[src/rtl/boot_mem_arbiter_pkg.sv]
// Shared types and helpers for the boot-time memory arbiter.
//   arb_state_e : arbitration FSM state (free round-robin or locked to one owner)
//   id_w()      : width of a master index for a given master count
package boot_arb_pkg;

    typedef enum logic {
        ARB    = 1'b0,
        LOCKED = 1'b1
    } arb_state_e;

    // Width needed to hold a master index 0..n-1 (at least one bit).
    function automatic int id_w(input int n);
        return (n > 1) ? $clog2(n) : 1;
    endfunction

endpackage

[src/rtl/boot_mem_arbiter_if.sv]
// Requester-side bus of the boot memory arbiter, all masters flattened.
//   req_i/lock_i/we_i  : per-master request, lock and write flags
//   addr_i/wdata_i/be_i: flattened per-master fields, master k at [k*W +: W]
//   gnt_o/rvalid_o     : one-hot grant and response valid
//   rdata_o            : response data broadcast to all masters
// The master modport is the requester view, slave is the arbiter view.
interface boot_mem_arbiter_if #(
    parameter int N_REQ  = 2,
    parameter int ADDR_W = 32,
    parameter int DATA_W = 32
);
    logic [N_REQ-1:0]            req_i;
    logic [N_REQ-1:0]            lock_i;
    logic [N_REQ-1:0]            we_i;
    logic [N_REQ*ADDR_W-1:0]     addr_i;
    logic [N_REQ*DATA_W-1:0]     wdata_i;
    logic [N_REQ*DATA_W/8-1:0]   be_i;
    logic [N_REQ-1:0]            gnt_o;
    logic [N_REQ-1:0]            rvalid_o;
    logic [DATA_W-1:0]           rdata_o;

    modport master (
        output req_i, lock_i, we_i, addr_i, wdata_i, be_i,
        input  gnt_o, rvalid_o, rdata_o
    );

    modport slave (
        input  req_i, lock_i, we_i, addr_i, wdata_i, be_i,
        output gnt_o, rvalid_o, rdata_o
    );
endinterface

[src/rtl/boot_mem_arbiter_id_fifo.sv]
// Synchronous FIFO holding the master index of every granted-but-unanswered
// transaction, so responses can be routed back in grant order.
//   clk, rst     : clock, synchronous active-high reset (empties the FIFO)
//   push, wr_id  : enqueue wr_id (ignored when full)
//   pop, rd_id   : dequeue; rd_id is the current head (ignored when empty)
//   full, empty  : occupancy flags
//   count        : number of stored entries, 0..DEPTH
module arb_id_fifo #(
    parameter int DEPTH = 4,
    parameter int WIDTH = 1
) (
    input  logic                     clk,
    input  logic                     rst,
    input  logic                     push,
    input  logic [WIDTH-1:0]         wr_id,
    input  logic                     pop,
    output logic [WIDTH-1:0]         rd_id,
    output logic                     full,
    output logic                     empty,
    output logic [$clog2(DEPTH):0]   count
);
    localparam int PW = (DEPTH > 1) ? $clog2(DEPTH) : 1;
    localparam int CW = $clog2(DEPTH) + 1;

    logic [WIDTH-1:0] slot_r [DEPTH];
    logic [PW-1:0]    wr_ptr_r;
    logic [PW-1:0]    rd_ptr_r;
    logic [CW-1:0]    count_r;
    logic             push_ok_s;
    logic             pop_ok_s;

    assign push_ok_s = push & ~full;
    assign pop_ok_s  = pop & ~empty;
    assign full      = (count_r == CW'(DEPTH));
    assign empty     = (count_r == '0);
    assign count     = count_r;
    assign rd_id     = slot_r[rd_ptr_r];

    // Pointer and occupancy bookkeeping; DEPTH is a power of two so the
    // pointers wrap naturally.
    always_ff @(posedge clk) begin
        if (rst) begin
            wr_ptr_r <= '0;
            rd_ptr_r <= '0;
            count_r  <= '0;
        end else begin
            if (push_ok_s) begin
                wr_ptr_r <= wr_ptr_r + PW'(1);
            end
            if (pop_ok_s) begin
                rd_ptr_r <= rd_ptr_r + PW'(1);
            end
            case ({push_ok_s, pop_ok_s})
                2'b10:   count_r <= count_r + CW'(1);
                2'b01:   count_r <= count_r - CW'(1);
                default: count_r <= count_r;
            endcase
        end
    end

    // Entry storage; contents are only meaningful between push and pop.
    always_ff @(posedge clk) begin
        if (push_ok_s) begin
            slot_r[wr_ptr_r] <= wr_id;
        end
    end
endmodule

[src/rtl/boot_mem_arbiter.sv]
// Round-robin arbiter sharing one single-port memory path between N_REQ
// masters (boot loader, debug bridge). A master may lock ownership across a
// multi-beat burst; responses return in order and are routed by an ID FIFO.
//   clk, rst      : clock, synchronous active-high reset
//   bus           : requester-side interface (slave modport)
//   mem_req_o ... : winner's request forwarded to the memory
//   mem_gnt_i     : memory accepts the request this cycle
//   mem_rvalid_i  : memory response valid, in request order
//   mem_rdata_i   : memory read data
//   busy_o        : transactions outstanding or ownership locked
//   err_o         : response arrived with nothing outstanding
module boot_mem_arbiter
    import boot_arb_pkg::*;
#(
    parameter int N_REQ   = 2,
    parameter int ADDR_W  = 32,
    parameter int DATA_W  = 32,
    parameter int MAX_OUT = 4
) (
    input  logic                 clk,
    input  logic                 rst,
    boot_mem_arbiter_if.slave    bus,
    output logic                 mem_req_o,
    output logic                 mem_we_o,
    output logic [ADDR_W-1:0]    mem_addr_o,
    output logic [DATA_W-1:0]    mem_wdata_o,
    output logic [DATA_W/8-1:0]  mem_be_o,
    input  logic                 mem_gnt_i,
    input  logic                 mem_rvalid_i,
    input  logic [DATA_W-1:0]    mem_rdata_i,
    output logic                 busy_o,
    output logic                 err_o
);
    localparam int IW   = id_w(N_REQ);
    localparam int SW   = IW + 1;
    localparam int CW   = $clog2(MAX_OUT) + 1;
    localparam int BE_W = DATA_W / 8;

    arb_state_e           state_r;
    logic [IW-1:0]        rr_ptr_r;
    logic [IW-1:0]        owner_r;

    logic [N_REQ-1:0]     owner_mask_s;
    logic [N_REQ-1:0]     elig_s;
    logic [2*N_REQ-1:0]   dbl_s;
    logic [N_REQ-1:0]     rot_s;
    logic                 any_s;
    logic [IW-1:0]        off_s;
    logic [SW-1:0]        sum_s;
    logic [IW-1:0]        win_s;
    logic                 mem_req_s;
    logic                 hs_s;
    logic                 pop_s;
    logic                 fifo_full_s;
    logic                 fifo_empty_s;
    logic [IW-1:0]        head_s;
    logic [CW-1:0]        out_cnt_s;
    logic [N_REQ-1:0]     gnt_s;
    logic [N_REQ-1:0]     rvalid_s;
    logic                 unlock_s;

    // Next master index after v, wrapping at N_REQ.
    function automatic logic [IW-1:0] inc_mod(input logic [IW-1:0] v);
        return (int'(v) >= N_REQ - 1) ? '0 : v + IW'(1);
    endfunction

    // Eligibility: everyone in ARB, only the owner while LOCKED.
    always_comb begin
        owner_mask_s          = '0;
        owner_mask_s[owner_r] = 1'b1;
        if (state_r == LOCKED) begin
            elig_s = bus.req_i & owner_mask_s;
        end else begin
            elig_s = bus.req_i;
        end
    end

    // Rotate the eligible set so rr_ptr lands at bit 0, then pick the lowest
    // set bit; the scan down from the top leaves the lowest index in off_s.
    assign dbl_s = {elig_s, elig_s};
    assign rot_s = dbl_s[rr_ptr_r +: N_REQ];
    assign any_s = |rot_s;

    // Priority encoder over the rotated request vector.
    always_comb begin
        off_s = '0;
        for (int i = N_REQ - 1; i >= 0; i--) begin
            off_s = rot_s[i] ? IW'(i) : off_s;
        end
    end

    // Undo the rotation: winner = (offset + rr_ptr) mod N_REQ.
    assign sum_s = {1'b0, off_s} + {1'b0, rr_ptr_r};
    assign win_s = (sum_s >= SW'(N_REQ)) ? IW'(sum_s - SW'(N_REQ)) : sum_s[IW-1:0];

    // A full FIFO blocks new requests even if a response pops this cycle.
    assign mem_req_s = any_s & ~fifo_full_s & ~rst;
    assign hs_s      = mem_req_s & mem_gnt_i;
    assign pop_s     = mem_rvalid_i & ~fifo_empty_s & ~rst;
    assign unlock_s  = (hs_s & ~bus.lock_i[owner_r]) |
                       (~bus.req_i[owner_r] & ~bus.lock_i[owner_r]);

    // One-hot grant and response-valid vectors.
    always_comb begin
        gnt_s            = '0;
        gnt_s[win_s]     = hs_s;
        rvalid_s         = '0;
        rvalid_s[head_s] = pop_s;
    end

    assign mem_req_o    = mem_req_s;
    assign mem_we_o     = bus.we_i[win_s];
    assign mem_addr_o   = bus.addr_i[win_s*ADDR_W +: ADDR_W];
    assign mem_wdata_o  = bus.wdata_i[win_s*DATA_W +: DATA_W];
    assign mem_be_o     = bus.be_i[win_s*BE_W +: BE_W];
    assign bus.gnt_o    = gnt_s;
    assign bus.rvalid_o = rvalid_s;
    assign bus.rdata_o  = mem_rdata_i;
    assign busy_o       = ((out_cnt_s != '0) | (state_r == LOCKED)) & ~rst;
    assign err_o        = mem_rvalid_i & fifo_empty_s & ~rst;

    // Arbitration FSM: round-robin pointer update and lock ownership.
    always_ff @(posedge clk) begin
        if (rst) begin
            state_r  <= ARB;
            rr_ptr_r <= '0;
            owner_r  <= '0;
        end else begin
            case (state_r)
                ARB: begin
                    if (hs_s && bus.lock_i[win_s]) begin
                        // Pointer stays frozen for the whole locked burst.
                        state_r <= LOCKED;
                        owner_r <= win_s;
                    end else if (hs_s) begin
                        rr_ptr_r <= inc_mod(win_s);
                    end
                end
                LOCKED: begin
                    if (unlock_s) begin
                        state_r  <= ARB;
                        rr_ptr_r <= inc_mod(owner_r);
                    end
                end
                default: begin
                    state_r <= ARB;
                end
            endcase
        end
    end

    arb_id_fifo #(
        .DEPTH (MAX_OUT),
        .WIDTH (IW)
    ) u_id_fifo (
        .clk   (clk),
        .rst   (rst),
        .push  (hs_s),
        .wr_id (win_s),
        .pop   (pop_s),
        .rd_id (head_s),
        .full  (fifo_full_s),
        .empty (fifo_empty_s),
        .count (out_cnt_s)
    );
endmodule

[src/flat_wrapper.sv]
// flat-port wrapper written by rule: the top's interface ports become plain ports
module boot_mem_arbiter_flat import boot_arb_pkg::*;
#(
    parameter int N_REQ   = 2,
    parameter int ADDR_W  = 32,
    parameter int DATA_W  = 32,
    parameter int MAX_OUT = 4
)
  (clk, rst, mem_req_o, mem_we_o, mem_addr_o, mem_wdata_o, mem_be_o, mem_gnt_i, mem_rvalid_i, mem_rdata_i, busy_o, err_o, bus_req_i, bus_lock_i, bus_we_i, bus_addr_i, bus_wdata_i, bus_be_i, bus_gnt_o, bus_rvalid_o, bus_rdata_o);
  boot_mem_arbiter_if #(.N_REQ(N_REQ), .ADDR_W(ADDR_W), .DATA_W(DATA_W)) bus_i ();
  input  logic clk;
  input  logic rst;
  output logic mem_req_o;
  output logic mem_we_o;
  output logic [ADDR_W-1:0] mem_addr_o;
  output logic [DATA_W-1:0] mem_wdata_o;
  output logic [DATA_W/8-1:0] mem_be_o;
  input  logic mem_gnt_i;
  input  logic mem_rvalid_i;
  input  logic [DATA_W-1:0] mem_rdata_i;
  output logic busy_o;
  output logic err_o;
  input wire logic [$bits(bus_i.req_i)-1:0] bus_req_i;
  input wire logic [$bits(bus_i.lock_i)-1:0] bus_lock_i;
  input wire logic [$bits(bus_i.we_i)-1:0] bus_we_i;
  input wire logic [$bits(bus_i.addr_i)-1:0] bus_addr_i;
  input wire logic [$bits(bus_i.wdata_i)-1:0] bus_wdata_i;
  input wire logic [$bits(bus_i.be_i)-1:0] bus_be_i;
  output wire logic [$bits(bus_i.gnt_o)-1:0] bus_gnt_o;
  output wire logic [$bits(bus_i.rvalid_o)-1:0] bus_rvalid_o;
  output wire logic [$bits(bus_i.rdata_o)-1:0] bus_rdata_o;
  assign bus_i.req_i = bus_req_i;
  assign bus_i.lock_i = bus_lock_i;
  assign bus_i.we_i = bus_we_i;
  assign bus_i.addr_i = bus_addr_i;
  assign bus_i.wdata_i = bus_wdata_i;
  assign bus_i.be_i = bus_be_i;
  assign bus_gnt_o = bus_i.gnt_o;
  assign bus_rvalid_o = bus_i.rvalid_o;
  assign bus_rdata_o = bus_i.rdata_o;
  boot_mem_arbiter #(.N_REQ(N_REQ), .ADDR_W(ADDR_W), .DATA_W(DATA_W), .MAX_OUT(MAX_OUT)) u_core (.clk(clk), .rst(rst), .bus(bus_i), .mem_req_o(mem_req_o), .mem_we_o(mem_we_o), .mem_addr_o(mem_addr_o), .mem_wdata_o(mem_wdata_o), .mem_be_o(mem_be_o), .mem_gnt_i(mem_gnt_i), .mem_rvalid_i(mem_rvalid_i), .mem_rdata_i(mem_rdata_i), .busy_o(busy_o), .err_o(err_o));
endmodule
[config.mk]
export PLATFORM = sky130hd
export DESIGN_NAME = boot_mem_arbiter_flat
export DESIGN_NICKNAME = d
export VERILOG_FILES = /design/src/rtl/boot_mem_arbiter_pkg.sv /design/src/rtl/boot_mem_arbiter_if.sv /design/src/rtl/boot_mem_arbiter_id_fifo.sv /design/src/rtl/boot_mem_arbiter.sv /design/src/flat_wrapper.sv
export SDC_FILE = /design/constraint.sdc
export NUM_CORES = 1
export LEC_CHECK = 0
export BUFFER_PORTS_ARGS = -buffer_cell sky130_fd_sc_hd__buf_2
export CAP_MARGIN = 20
export CORE_AREA = 2 2 111 113
export CTS_BUF_LIST = sky130_fd_sc_hd__clkbuf_4
export DETAILED_ROUTE_END_ITERATION = 6
export DIE_AREA = 0 0 113 115
export PLACE_DENSITY = 0.5
export SLEW_MARGIN = 20
export SYNTH_ARGS = -nofsm -noshare
export SYNTH_HDL_FRONTEND = slang
export SYNTH_HIERARCHICAL = 1
export SYNTH_SLANG_ARGS = --single-unit
[constraint.sdc]
create_clock -name clk -period 6.87 [get_ports clk]
set_input_delay 0.3435 -clock clk [delete_from_list [all_inputs] [get_ports clk]]
set_output_delay 0.3435 -clock clk [all_outputs]
set_load 0.02 [all_outputs]
==> flow_metrics.tcl, run 1 <==
set metrics [dict create \
    ys_ff_latch 16 \
    synth_top_area_share_pct 33.68 \
    clock_skew_ns 0.004965 \
    dr.max_layer_used "met4" \
    die_y_um 115 \
    intPower_uw 238.4 \
    p_per_area_nw_per_um2 133.6 \
    nFillCells 1294 \
    die-area_sq_um 13000 \
    die_w_um 113 \
    fin_setup_tns_ns 0 \
    grt_antenna_before_repair 2 \
    holdBufCountCts 0 \
    clockPowerShare_pct 11.8 \
    crit_family "simple AND/OR/NAND/NOR gates" \
    num_rows 40 \
    setup_slack_ns 3.791 \
    drt-met1-wl_mm 3.765 \
    dp_cells 546 \
    slew_viol_final 0 \
    final_nets 588 \
    wl_met3_um 819 \
    drt_iter0_markers 79 \
    grt_pass1_vias 2123 \
    setup_violations 0 \
    io_pins 286 \
    synthArstFlopShare_pct 0 \
    cts_tree "built" \
    worst-endpoint-arrival_ns 2.74 \
    start_kind "register" \
    crit_slowest_cell "nand2_4" \
    htreeDepth 1 \
    worstHoldPathCells 4 \
    grt_setup_unrepaired "no" \
    vias_per_cell 4.080 \
    power_uw 412.5 \
    ctsLongestPathBuffers 2 \
    worstMarginPinSlew_ns 0.9708 \
    area_growth_pct 48.94 \
    hp-class "in -> reg" \
    dpl.hpwl_mm 7.970 \
    grt_pass1_wl_mm 12.24 \
    power_frac_comb_pct 62.9 \
    critPathKind "reg -> out" \
    wirelength_mm 8.924 \
    stdcell_count 551 \
    finalHoldViolCount 0 \
    postRouteAntennaNets 0 \
    p_seq_share_pct 25.3 \
    gr-total-overflow 0 \
    cp_max_fo 76 \
    period_minus_slack_ns 3.079 \
    clkLatencyLatePin_ns 0.28 \
    clk_pin_slew_ns 0.08 \
    drt_first_pass_iters 6 \
    leakagePower_nw 1.543 \
    synth_edf_count 4 \
    grt_max_degree 77 \
    ys_warn_count 6 \
    syn_area_sq_um 2073 \
    period_share_pct 44.82 \
    maxCapViolations 0 \
    layout-drive-gt1-share_pct 74.44 \
    seq_area_frac_synth_pct 17.38 \
    cts_resized 0 \
    cts_inserted_buffers 3 \
    syn_nets 404 \
    start_util_pct 17.55 \
    avgSynthCellArea_sq_um 9.424 \
    cpPeakStageDelay_ns 0.65 \
    place_congestion 0.7696 \
    cp-end-kind "output port" \
    numPortBuffers 221 \
    ys_types 42 \
    violations "DRC" \
    yosys-top-cells-area "mux2_2, buf_4, dfxtp_1" \
    wl_per_cell_um 16.20 \
    cp.required_ns 6.53 \
    power_switching_uw 174.1 \
    rr_worst_depth 13 \
    drc_errors 6 \
    cts.sinks 16 \
    cts_setup_buffers 0 \
    place_ws_ns 4.069 \
    grt_util_all_layers_pct 12.23 \
    fmaxAchievable_ghz 0.3247 \
    holdWs_ns 0.3869 \
    yosysTopAreaCell "mux2_2" \
    postSynthCellCount 220 \
    max_slew_margin_pct 35.28 \
    vdd_ir_drop_max_uv 45.65 \
    status "finished, violations left" \
    p_sw_share_pct 42.20 \
    ys.flop_type "dfxtp_1" \
    cts_root_buf "clkbuf_4" \
    cp_num_buf_inv 1 \
    vias 2248 \
    core_area_sq_um 11810 \
    cp.depth 5 \
    cp_cell_sequence "nand2_1 > o22a_2 > nand2_4 > mux2_2 > buf_2" \
    met2_length_mm 4.313 \
]
==> cell usage after synthesis (2+ instances only) <==
library cell	n
mux2_2	62
buf_4	40
nor2_1	13
dfxtp_1	12
inv_1	10
a21oi_1	9
mux2_1	7
o21ai_0	7
and2_1	6
ha_1	5
edfxtp_1	4
nand2_1	4
or2_2	3
or3_1	3
xor2_1	3
a21boi_0	2
and3_1	2
nand3b_1	2
nor3_1	2
nor3b_1	2
==> area by class of cell <==
class	instances	area [sq um]	area share, %
timing repair buffer	221	1106	35.82
antenna	1	2.502	0.08104
clock inverter	1	3.754	0.1216
inverter	10	37.54	1.216
sequential	16	360.3	11.67
tap	147	183.9	5.956
clock buffer	3	22.52	0.7293
multi-input combinational	152	1371	44.41
==> worst paths after layout <==
kind	startpoint	end	slack, ns
worst max-delay path	u_core/state_r$_SDFF_PP0_	mem_addr_o[13]	3.79
worst max register to register	u_core/u_id_fifo/count[0]$_SDFFE_PP0P_	u_core/u_id_fifo/count[2]$_SDFFE_PP0P_	4.04
worst min-delay path	bus_lock_i[0]	u_core/owner_r$_SDFFE_PP0P_	0.39
worst min register to register	u_core/u_id_fifo/rd_ptr_r[1]$_SDFFE_PP0P_	register	0.51
==> power by group through the flow <==
stage | sequential (mW) | combinational [mW] | clock (mW)
floorplan | 0.105 | 0.189 | 0
global placement | 0.106 | 0.260 | 0
detailed placement | 0.107 | 0.261 | 0
CTS | 0.104 | 0.263 | 0.0520
global route | 0.105 | 0.277 | 0.0570
finish | 0.104 | 0.259 | 0.0487
==> kinds of logic after synthesis <==
| kind of cell | Yosys count | synth area share, % |
|---|---|---|
| buf+inv | 52 | 16.72 |
| fa+ha+maj | 6 | 3.983 |
| flops | 16 | 17.38 |
| compound gates | 25 | 7.785 |
| mux | 71 | 39.05 |
| xor+xnor | 3 | 1.268 |
| simple gates | 47 | 13.82 |
==> worst reg2reg max path, cell delays in order, from the launching register on <==
cell     delay, ns
dfxtp_1       0.47
nor3b_2       0.13
or3b_4        0.42
or2_2         0.34
inv_1         0.08
inv_1         0.06
nor2_1        0.22
inv_1         0.07
ha_1          0.22
inv_1         0.07
fa_1          0.18
xor2_1        0.08
or3_1         0.30
a21oi_1       0.14
==> layer usage <==
layer | track usage, % | vias to the layer above
li1 | - | 1113
met1 | 16.16 | 1011
met2 | 20.12 | 120
met3 | 4.059 | 4
met4 | 1.463 | 0
met5 | 0 | -
==> stage by stage <==
stage | cell area, sq um | util (%)
after global routing | 3085 | 26.12
after global placement | 3059 | 25.90
after floorplan | 2073 | -
after CTS | 3085 | 26.12
after detailed placement | 3059 | 25.90
final | 3088 | 26.14
==> cells in the final DEF, fill, tap and decap left out, types with 2 or more instances in the layout <==
master	instances
nand3b_1	2
a21boi_0	2
nor2_1	13
ha_1	5
xor2_1	3
nand2_1	4
or2_2	3
nor3b_1	2
and2_1	6
mux2_2	62
or3_1	3
buf_2	221
a21oi_1	9
and3_1	2
dfxtp_1	12
o21ai_0	7
inv_1	10
clkbuf_4	3
mux2_1	7
edfxtp_1	4
nor3_1	2
Note: power is estimated with default switching activity, not from simulation.
==> run 2, diff against run 1 <==
clock period = 3 ns   (was 6.87 ns; I/O delays follow)
==> flow_metrics.tcl, run 2 (same netlist as run 1, synthesis figures left out) <==
set metrics [dict create \
    worst-endpoint-arrival_ns 3.03 \
    layout_commonest_cell "buf_2" \
    vdd_ir_drop_max_uv 111.6 \
    wl_per_cell_um 16.17 \
    rr_worst_depth 13 \
    die-area_sq_um 13000 \
    max_slew_margin_pct 73.66 \
    cts_inserted_buffers 3 \
    grt_pass1_vias 2111 \
    status "finished, violations left" \
    cts_setup_buffers 0 \
    vias 2294 \
    period_share_pct 93.27 \
    wirelength_mm 8.959 \
    timing.rr.start "u_core/u_id_fifo/count[2]$_SDFFE_PP0P_" \
    start_kind "register" \
    layout-drive-gt1-share_pct 75.43 \
    htreeDepth 1 \
    grt_pass1_wl_mm 12.19 \
    r2r_setup_slack_ns 0.20 \
    p_per_area_nw_per_um2 308.4 \
    postRouteAntennaNets 0 \
    period_minus_slack_ns 2.798 \
    place_congestion 0.7827 \
    clockPowerShare_pct 12.6 \
    stdcell_count 554 \
    cts.sinks 16 \
    cts_tree "built" \
    dp_cells 550 \
    p_sw_share_pct 42.70 \
    hp-class "in -> reg" \
    grt_antenna_before_repair 0 \
    antenna_cells 0 \
    area_growth_pct 51.12 \
    grt_util_all_layers_pct 12.26 \
    clock_skew_ns 0.009069 \
    numPortBuffers 221 \
    cp-end-kind "register" \
    drt_first_pass_iters 7 \
    dpl.hpwl_mm 8.025 \
    leakagePower_nw 1.568 \
    worstMarginPinSlew_ns 0.3943 \
    holdBufCountCts 0 \
    die_y_um 115 \
    ctsLongestPathBuffers 2 \
    finalHoldViolCount 0 \
    fin_setup_tns_ns 0 \
    final_nets 592 \
    cp.required_ns 3.24 \
    maxCapViolations 0 \
    worstHoldPathCells 4 \
    fmaxAchievable_ghz 0.3574 \
    num_rows 40 \
    p_seq_share_pct 24.6 \
    core_area_sq_um 11810 \
    power_frac_comb_pct 62.8 \
    whs_endpoint "u_core/owner_r$_SDFFE_PP0P_" \
    grt_setup_unrepaired "no" \
    vias_per_cell 4.141 \
    setup_violations 0 \
    reg2reg_to "u_core/u_id_fifo/count[2]$_SDFFE_PP0P_" \
    die_w_um 113 \
    clkLatencyLatePin_ns 0.29 \
    grt_max_degree 47 \
    cts_root_buf "clkbuf_4" \
    start_util_pct 17.55 \
    cp_max_fo 7 \
    layout_common_cells "buf_2, mux2_2, nor2_1, inv_1, dfxtp_1" \
    cts_resized 0 \
    power_switching_uw 412.6 \
    clk_pin_slew_ns 0.10 \
    drc_errors 3 \
    gr-total-overflow 0 \
    intPower_uw 553.7 \
    critPathKind "reg -> reg" \
    violations "DRC" \
    hp-start "bus_lock_i[0]" \
    io_pins 286 \
    nFillCells 1308 \
    slew_viol_final 0 \
    drt_iter0_markers 71 \
]
run 2: cell count changes in the layout (fill, tap and decap cells not counted), sizes merged:
| cell | delta |
|---|---|
| buf | +4 |
| diode | -1 |
run 2: cell type report:
cell class	count	area, sq um	share of cell area (%)
clock buffers	3	22.52	0.7189
well taps	147	183.9	5.871
flip-flops and latches	16	362.8	11.58
clock inverters	1	3.754	0.1198
inverters	10	37.54	1.198
multi-input cells	152	1374	43.85
repair buffers	225	1149	36.66
run 2: worst max-delay path, cell delays in order (launching register included):
cell,delay [ns]
dfxtp_1,0.43
nor3b_2,0.39
or3b_4,0.23
or2_2,0.14
inv_1,0.05
inv_1,0.10
nor2_2,0.07
inv_1,0.07
ha_1,0.19
inv_1,0.07
fa_1,0.38
xor2_1,0.16
or3_1,0.31
a21oi_1,0.14
run 2: worst max path at each step:
| stage | from | end | slack [ns] |
|---|---|---|---|
| 3_5_place_dp | u_core/u_id_fifo/count[1]$_SDFFE_PP0P_ | u_core/u_id_fifo/count[2]$_SDFFE_PP0P_ | 0.18 |
| 4_1_cts | u_core/u_id_fifo/count[0]$_SDFFE_PP0P_ | u_core/u_id_fifo/count[2]$_SDFFE_PP0P_ | 0.13 |
| 3_3_place_gp | u_core/u_id_fifo/count[0]$_SDFFE_PP0P_ | u_core/u_id_fifo/count[2]$_SDFFE_PP0P_ | 0.27 |
| 5_1_grt | u_core/u_id_fifo/count[2]$_SDFFE_PP0P_ | u_core/u_id_fifo/count[2]$_SDFFE_PP0P_ | 0.03 |
| 2_1_floorplan | u_core/u_id_fifo/count[0]$_SDFFE_PP0P_ | u_core/u_id_fifo/count[2]$_SDFFE_PP0P_ | 0.44 |
| 6_report | u_core/u_id_fifo/count[2]$_SDFFE_PP0P_ | u_core/u_id_fifo/count[2]$_SDFFE_PP0P_ | 0.20 |
run 2: metal layers:
layer | vias to the layer above | wire [um] | track usage, %
met2 | 125 | 4358 | 19.96
met1 | 1045 | 3680 | 16.25
met4 | 0 | 54 | 1.382
met5 | - | 0 | 0
li1 | 1120 | - | -
met3 | 4 | 866 | 4.270
run 2: power by group through the flow:
stage / clock (mW) / sequential [mW] / combinational, mW
2_1_floorplan: 0 / 0.240 / 0.433
3_3_place_gp: 0 / 0.242 / 0.606
3_5_place_dp: 0 / 0.242 / 0.609
4_1_cts: 0.129 / 0.237 / 0.614
5_1_grt: 0.136 / 0.239 / 0.648
6_report: 0.122 / 0.238 / 0.606
run 2: through the flow:
| stage | instance area (sq um) | power (mW) | worst slack, ns | hold WS, ns | utilization (%) |
|---|---|---|---|---|---|
| after global placement | 3102 | 0.8476 | 0.2749 | 0.3001 | 26.26 |
| after floorplan | 2073 | 0.6728 | 0.4436 | 0.2191 | - |
| after global routing | 3133 | 1.024 | 0.02681 | 0.1928 | 26.53 |
| after detailed placement | 3102 | 0.8515 | 0.1774 | 0.3001 | 26.26 |
| after CTS | 3128 | 0.9803 | 0.1298 | 0.1481 | 26.48 |
| final | 3133 | 0.9663 | 0.2020 | 0.1582 | 26.53 |
==> run 3, diff against run 2 <==
CORE_AREA = 2 2 112 114   (was 2 2 111 113)
DIE_AREA = 0 0 114 116   (was 0 0 113 115)
PLACE_DENSITY = 0.49   (was 0.5)
==> flow_metrics.tcl, run 3 (same netlist as run 1, synthesis figures left out) <==
set metrics [dict create \
    clkLatencyLatePin_ns 0.29 \
    post_dp_cell_area_sq_um 3102 \
    cp_max_fo 7 \
    ctsLongestPathBuffers 2 \
    numPortBuffers 221 \
    cts_tree "built" \
    io_pins 286 \
    layout-drive-gt1-share_pct 75.43 \
    layout_common_cells "buf_2, mux2_2, nor2_1, inv_1, dfxtp_1" \
    layout_commonest_cell "buf_2" \
    hp-class "in -> reg" \
    postRouteAntennaNets 0 \
    grt_setup_unrepaired "no" \
    wl_per_cell_um 16.58 \
    worstSetupStartpoint "u_core/u_id_fifo/count[2]$_SDFFE_PP0P_" \
    grt_max_degree 44 \
    reg2reg_to "u_core/u_id_fifo/count[2]$_SDFFE_PP0P_" \
    drc_errors 0 \
    htreeDepth 1 \
    start_util_pct 17.41 \
    wirelength_mm 9.188 \
    max_slew_margin_pct 74.26 \
    nFillCells 1316 \
    cts.sinks 16 \
    core_area_sq_um 11910 \
    die_w_um 114 \
    p_per_area_nw_per_um2 308.1 \
    vdd_ir_drop_max_uv 102.0 \
    grt_util_all_layers_pct 11.99 \
    power_uw 967.1 \
    grt_antenna_before_repair 1 \
    r2r_setup_slack_ns 0.23 \
    die-area_sq_um 13220 \
    gr-total-overflow 0 \
    dpl.hpwl_mm 8.154 \
    critPathKind "reg -> reg" \
    finalHoldViolCount 0 \
    fin_setup_tns_ns 0 \
    antenna_cells 0 \
    cts_root_buf "clkbuf_4" \
    num_rows 40 \
    die_y_um 116 \
    slew_viol_final 0 \
    area_growth_pct 51.42 \
    cp.required_ns 3.22 \
    clk_pin_slew_ns 0.10 \
    stdcell_count 554 \
    status "completed" \
    dp_cells 550 \
    period_share_pct 92.44 \
    cp-end-kind "register" \
    final_nets 592 \
    worst-endpoint-arrival_ns 2.99 \
    vias_per_cell 4.117 \
    grt_pass1_vias 2073 \
    timing.rr.start "u_core/u_id_fifo/count[2]$_SDFFE_PP0P_" \
    worstMarginPinSlew_ns 0.3852 \
    drt_iter0_markers 105 \
    start_kind "register" \
    setup_violations 0 \
    cts_inserted_buffers 3 \
    maxCapViolations 0 \
    drt_first_pass_iters 6 \
    final_area_sq_um 3139 \
    clock_skew_ns 0.008885 \
    fmaxAchievable_ghz 0.3606 \
    vias 2281 \
    period_minus_slack_ns 2.773 \
    leakagePower_nw 1.565 \
    rr_worst_depth 13 \
    place_congestion 0.7935 \
    grt_pass1_wl_mm 11.94 \
    cp-endpoint "u_core/u_id_fifo/count[2]$_SDFFE_PP0P_" \
]
## run 3: cell counts in the layout (fill, tap and decap cells not counted)
No cell type changed its count.
## run 3: metal layers
metal / vias up / GRT usage, % / share of wire (%)
met1: 1029 / 16.32 / 42
met5: - / 0 / 0.14
met3: 4 / 3.923 / 8.2
met2: 123 / 19.56 / 50
met4: 2 / 0.4878 / 0.065
li1: 1123 / - / -
## run 3: through the flow
stage	hold WS [ns]	utilization [%]	setup WS [ns]
after CTS	0.1538	26.26	0.1457
after global placement	0.3001	26.04	0.2944
final	0.1644	26.36	0.2267
after detailed placement	0.3001	26.04	0.1844
after floorplan	0.2191	-	0.4436
after global routing	0.1666	26.36	0.03140
## run 3: worst max-delay path, cell delays in order, from the launching register on
cell     delay (ns)
dfxtp_1        0.38
nor3b_4        0.20
or3b_4         0.40
or2_2          0.34
inv_1          0.08
inv_1          0.07
nor2_2         0.16
inv_1          0.06
ha_1           0.22
inv_1          0.07
fa_1           0.17
xor2_1         0.07
or3_1          0.31
a21oi_1        0.15
## run 3: worst min path at each step
stage / cells past startpoint / from / to
2_1_floorplan: 1 / rst / u_core/owner_r$_SDFFE_PP0P_
3_3_place_gp: 0 / mem_rdata_i[19] / bus_rdata_o[19]
3_5_place_dp: 0 / mem_rdata_i[19] / bus_rdata_o[19]
4_1_cts: 4 / bus_lock_i[0] / u_core/owner_r$_SDFFE_PP0P_
5_1_grt: 4 / bus_lock_i[0] / u_core/owner_r$_SDFFE_PP0P_
6_report: 4 / bus_lock_i[0] / u_core/owner_r$_SDFFE_PP0P_
## run 3: power breakdown
group	internal (mW)	total, mW	switching (mW)	leakage, nW
sequential	0.229	0.239	0.00936	0.135
clock	0.0483	0.120	0.0712	0.0154
combinational	0.276	0.609	0.333	1.42
total	0.554	0.967	0.413	1.57
## run 3: timing repair
item                       CTS  global route
hold buffers                 0             0
setup endpoints to repair    0             1
setup buffers                0             0
resized for setup            0             4
## run 3: cell type report
cell class                 count  area [sq um]  share of cell area (%)
tap                          147         183.9                   5.859
inverter                      10         37.54                   1.196
clock buffer                   3         22.52                  0.7174
clock inverter                 1         3.754                  0.1196
timing repair buffer         225          1149                   36.59
multi-input combinational    152          1380                   43.96
sequential                    16         362.8                   11.56
